`src/rtl/mux_grant_pkg.sv`:
```
// Shared types and default constants for the two-requester grant controller.
package mux_grant_pkg;

  typedef enum logic [1:0] {
    IDLE    = 2'd0,
    GRANT_A = 2'd1,
    GRANT_B = 2'd2
  } grant_state_e;

  localparam int DEF_WIDTH    = 4;
  localparam int DEF_MAX_HOLD = 8;
  localparam int HOLD_CNT_W   = 8;

endpackage

```
`src/rtl/grant_hold_cnt.sv`:
```
// Saturating up-counter measuring how long the current grant has been held.
module grant_hold_cnt
  import mux_grant_pkg::*;
#(
  parameter int CNT_W = HOLD_CNT_W
) (
  input  logic             clk,
  input  logic             rst,
  input  logic             clear,
  input  logic             enable,
  input  logic [CNT_W-1:0] limit,
  output logic [CNT_W-1:0] count
);

  always_ff @(posedge clk or posedge rst) begin
    if (rst) begin
      count <= '0;
    end else if (clear) begin
      count <= '0;
    end else if (enable && (count < limit)) begin
      count <= count + 1'b1;
    end
  end

endmodule

```
`src/rtl/mux_grant_ctrl.sv`:
```
// Two-requester shared-path arbiter with fair tie-break, hold-time preemption
// and a registered output mux.
//
// state   | meaning
// IDLE    | no grant, data_out holds its last value
// GRANT_A | requester A owns the path, data_out loads data_a
// GRANT_B | requester B owns the path, data_out loads data_b
module mux_grant_ctrl
  import mux_grant_pkg::*;
#(
  parameter int WIDTH    = DEF_WIDTH,
  parameter int MAX_HOLD = DEF_MAX_HOLD
) (
  input  logic             clk,
  input  logic             rst,
  input  logic             req_a,
  input  logic             req_b,
  input  logic             done_a,
  input  logic             done_b,
  input  logic [WIDTH-1:0] data_a,
  input  logic [WIDTH-1:0] data_b,
  output logic             sel_a,
  output logic             sel_b,
  output logic             latch_enable,
  output logic [WIDTH-1:0] data_out,
  output logic             busy
);

  localparam logic [HOLD_CNT_W-1:0] HOLD_LIMIT = HOLD_CNT_W'(MAX_HOLD - 1);

  grant_state_e          state;
  grant_state_e          next_state;
  logic                  last_win_a;
  logic                  grant_entry;
  logic [HOLD_CNT_W-1:0] hold_count;

  always_comb begin
    next_state = state;
    case (state)
      IDLE: begin
        if (req_a && req_b) begin
          next_state = last_win_a ? GRANT_B : GRANT_A;
        end else if (req_a) begin
          next_state = GRANT_A;
        end else if (req_b) begin
          next_state = GRANT_B;
        end
      end
      GRANT_A: begin
        if (done_a || !req_a || ((hold_count == HOLD_LIMIT) && req_b)) begin
          next_state = req_b ? GRANT_B : IDLE;
        end
      end
      GRANT_B: begin
        if (done_b || !req_b || ((hold_count == HOLD_LIMIT) && req_a)) begin
          next_state = req_a ? GRANT_A : IDLE;
        end
      end
      default: next_state = IDLE;
    endcase
  end

  // A->A or B->B without passing through IDLE cannot happen, so a state change
  // into a grant state is exactly a new grant.
  assign grant_entry = (next_state != IDLE) && (next_state != state);

  grant_hold_cnt #(
    .CNT_W(HOLD_CNT_W)
  ) u_hold_cnt (
    .clk    (clk),
    .rst    (rst),
    .clear  (grant_entry),
    .enable (state != IDLE),
    .limit  (HOLD_LIMIT),
    .count  (hold_count)
  );

  // Outputs are registered copies of the next state so sel_a/sel_b can never
  // overlap, and reset clears them all without a clock.
  always_ff @(posedge clk or posedge rst) begin
    if (rst) begin
      state        <= IDLE;
      last_win_a   <= 1'b0;
      sel_a        <= 1'b0;
      sel_b        <= 1'b0;
      latch_enable <= 1'b0;
      busy         <= 1'b0;
      data_out     <= '0;
    end else begin
      state        <= next_state;
      sel_a        <= (next_state == GRANT_A);
      sel_b        <= (next_state == GRANT_B);
      latch_enable <= (next_state != IDLE);
      busy         <= (next_state != IDLE);
      if (grant_entry) begin
        last_win_a <= (next_state == GRANT_A);
      end
      if (state == GRANT_A) begin
        data_out <= data_a;
      end else if (state == GRANT_B) begin
        data_out <= data_b;
      end
    end
  end

endmodule

```
`config.mk`:
```
export PLATFORM = sky130hd
export DESIGN_NAME = mux_grant_ctrl
export DESIGN_NICKNAME = d
export VERILOG_FILES = /design/src/rtl/mux_grant_pkg.sv /design/src/rtl/grant_hold_cnt.sv /design/src/rtl/mux_grant_ctrl.sv
export SDC_FILE = /design/constraint.sdc
export NUM_CORES = 1
export LEC_CHECK = 0
export ABC_AREA = 1
export CORE_ASPECT_RATIO = 1.25
export CORE_MARGIN = 1
export CORE_UTILIZATION = 49
export CTS_CLUSTER_DIAMETER = 100
export DETAILED_ROUTE_END_ITERATION = 7
export PLACE_DENSITY_LB_ADDON = 0.12
export REMOVE_ABC_BUFFERS = 1
export SYNTH_ARGS = -nofsm -noshare
export SYNTH_HDL_FRONTEND = slang
export SYNTH_SLANG_ARGS = --single-unit
```
`constraint.sdc`:
```
create_clock -name clk -period 2.41 [get_ports clk]
set_input_delay 0.723 -clock clk [delete_from_list [all_inputs] [get_ports clk]]
set_output_delay 0.723 -clock clk [all_outputs]
set_load 0.01 [all_outputs]
```
==> flow_summary.json <==
{
  "skew_ps": 0.512,
  "clock_latency_ps": 290,
  "start_util": 0.520,
  "cts_buffers": 3,
  "stdcell_count": 156,
  "ys_seq_area_frac": 0.442,
  "placed_cells": 152,
  "cap_violations": 0,
  "synth_edf_count": 0,
  "powerDensity_nw_per_um2": 1140,
  "final_cell_mix": "clkdlybuf4s50_1, nand2_1, dfrtp_1",
  "cp_common_cell": "nand2_2",
  "cp_max_fo": 8,
  "die_width_um": 42.8,
  "layout_commonest_cell": "clkdlybuf4s50_1",
  "arrival_ps": 2230,
  "ios": 22,
  "met3_length_um": 60,
  "post-cts-setup-buffers": 0,
  "grt_pass1_vias": 786,
  "hold_path.class": "flip-flop to flip-flop",
  "tns_ps": 0,
  "wl_per_cell_um": 11.4,
  "route.detailed.drc": 0,
  "synth.avg_cell_area_um2": 9.01,
  "syn_area_um2": 1020,
  "ys_types": 28,
  "max_freq_mhz": 488,
  "htreeDepth": 1,
  "cts_tree": "yes",
  "synthArstFlopShare": 1.00,
  "vias_per_cell": 5.16,
  "cts_resized": 0,
  "ys.flop_type": "dfrtp_1",
  "final.period_utilization": 0.850,
  "dieArea_um2": 2270,
  "startpoint_type": "input pin",
  "groute.usage.overall": 0.197,
  "p_leak_uw": 0.000594,
  "clkTransAtPathRegs_ps": 100,
  "drt_first_pass_iters": 4,
  "max_stage_delay_ps": 570,
  "routed.top_layer": "met4",
  "drive_gt1_frac": 0.235,
  "grt_max_degree": 19,
  "critPathSlowestCell": "clkdlybuf4s50_1",
  "layout.nets": 156,
  "route.met2.wl_um": 948,
  "hold_viol": 0,
  "fp.dieH_um": 53.0,
  "route.antenna.remaining_nets": 0,
  "max_slew_margin": 0.552,
  "routed_wl_mm": 1.78,
  "ctsHoldBuffers": 0,
  "clock_path_buffers": 2,
  "outcome": "finished, final reports clean",
  "irDropWorstVdd_v": 0.000689,
  "num_vias": 805,
  "dp_hpwl_mm": 1.41,
  "cp_num_buf_inv": 3,
  "grt_pass1_wl_mm": 3.36,
  "routabilityCongestion": 0.807,
  "setup_viol": 0,
  "grt.overflow.total": 0,
  "areaGrowthSynthToFinish_pct": 25.6,
  "antennaDiodeCount": 0,
  "cts_sinks": 18,
  "whs_ps": 525,
  "yosys_warnings": 0,
  "post-route-min-period_ps": 2050,
  "root_buffer": "clkbuf_4",
  "drv_slew": 0,
  "row_count": 18,
  "core_area_um2": 1960,
  "cp_top_family": "buffers and inverters",
  "crit_required_ps": 2600,
  "synth_seq_cells": 18,
  "drt-met1-wl_um": 734,
  "p_total_uw": 1460,
  "final_core_util": 0.653,
  "tightestPinTransition_ps": 671,
  "syn-instance-count": 113,
  "portBuffers": 21,
  "cp_cell_sequence": "clkdlybuf4s50_1, inv_2, o21ai_2, o21ai_1, nand2_1, nand2_1, inv_2, nand2_2, nand2_4, nand2_2, nand2_2, nand2_4, nand2_8, nor2_2",
  "worstSetupEndpointType": "flip-flop",
  "rsz0062_at_grt": "no",
  "drt_iter0_markers": 13,
  "antenna_found_initial": 0,
  "worstSetupPathType": "input pin to flip-flop"
}
-- worst reg2reg max path, delay by kind of cell (launching register included) --
family        cells  cell delay, ps
fa+ha+maj         1             330
simple gates      8             620
flops             1             470
buf+inv           4             390
-- area by class of cell --
| type | count | area [µm²] |
|---|---|---|
| fillers | 168 | 681 |
| multi-input cells | 76 | 493 |
| well taps | 20 | 25.0 |
| flip-flops and latches | 18 | 450 |
| repair buffers | 21 | 210 |
| clock buffers | 4 | 36.3 |
| inverters | 17 | 63.8 |
-- cell families after synthesis --
family | count (synthesis) | synth area share
XOR/XNOR | 1 | 0.00860
AND/OR/NAND/NOR | 57 | 0.326
buffers and inverters | 19 | 0.0737
adder cells (fa/ha/maj) | 5 | 0.0614
multiplexers | 1 | 0.00983
flip-flops | 18 | 0.442
AO/OA/AOI/OAI | 12 | 0.0786
-- worst paths after layout --
path                                     start                  end  slack, ps  cells past startpoint
min in group asynchronous                  rst          data_out[1]        820                      2
max                                      req_a  u_hold_cnt.count[3]        360                     14
min reg2reg                u_hold_cnt.count[6]  u_hold_cnt.count[6]        530                      2
min                        u_hold_cnt.count[6]  u_hold_cnt.count[6]        530                      2
max reg2reg                           state[1]  u_hold_cnt.count[3]        520                     13
max in group asynchronous                  rst           last_win_a       1170                      2
-- cell usage after synthesis, types with 2 or more instances --
master	count	area share
nand2_1	19	0.070
dfrtp_1	18	0.44
inv_1	12	0.044
nor2_2	9	0.055
nor2_1	8	0.029
nand2_2	6	0.037
ha_1	5	0.061
nand3_1	5	0.025
a31oi_1	4	0.025
inv_2	4	0.015
nand2_4	3	0.033
nand4_1	2	0.012
nor2_4	2	0.022
o211ai_1	2	0.015
-- registers in the layout, summed over array words and instances, names as in the netlist --
register,flops
sel_a,1
busy,1
last_win_a,1
u_hold_cnt.count,8
state,2
data_out,4
sel_b,1
-- metal layers --
metal  vias up  global-route usage
li1        403                   -
met2        23               0.354
met4         0               0.109
met3         4              0.0205
met5         -                   0
met1       375               0.227
-- metrics by stage --
step	instance area [µm²]	setup WS, ps
6_report	1280	363
5_1_grt	1280	218
4_1_cts	1280	363
3_5_place_dp	1240	37.7
3_3_place_gp	1240	60.8
2_1_floorplan	1010	735
-- power breakdown --
part           internal [µW]  leakage, µW  switching, µW
logic                    349     0.000343            454
clock network           92.1    0.0000210           89.2
registers                401     0.000230           77.3
total                    842     0.000594            621
Note: power is estimated with default switching activity, not from simulation.
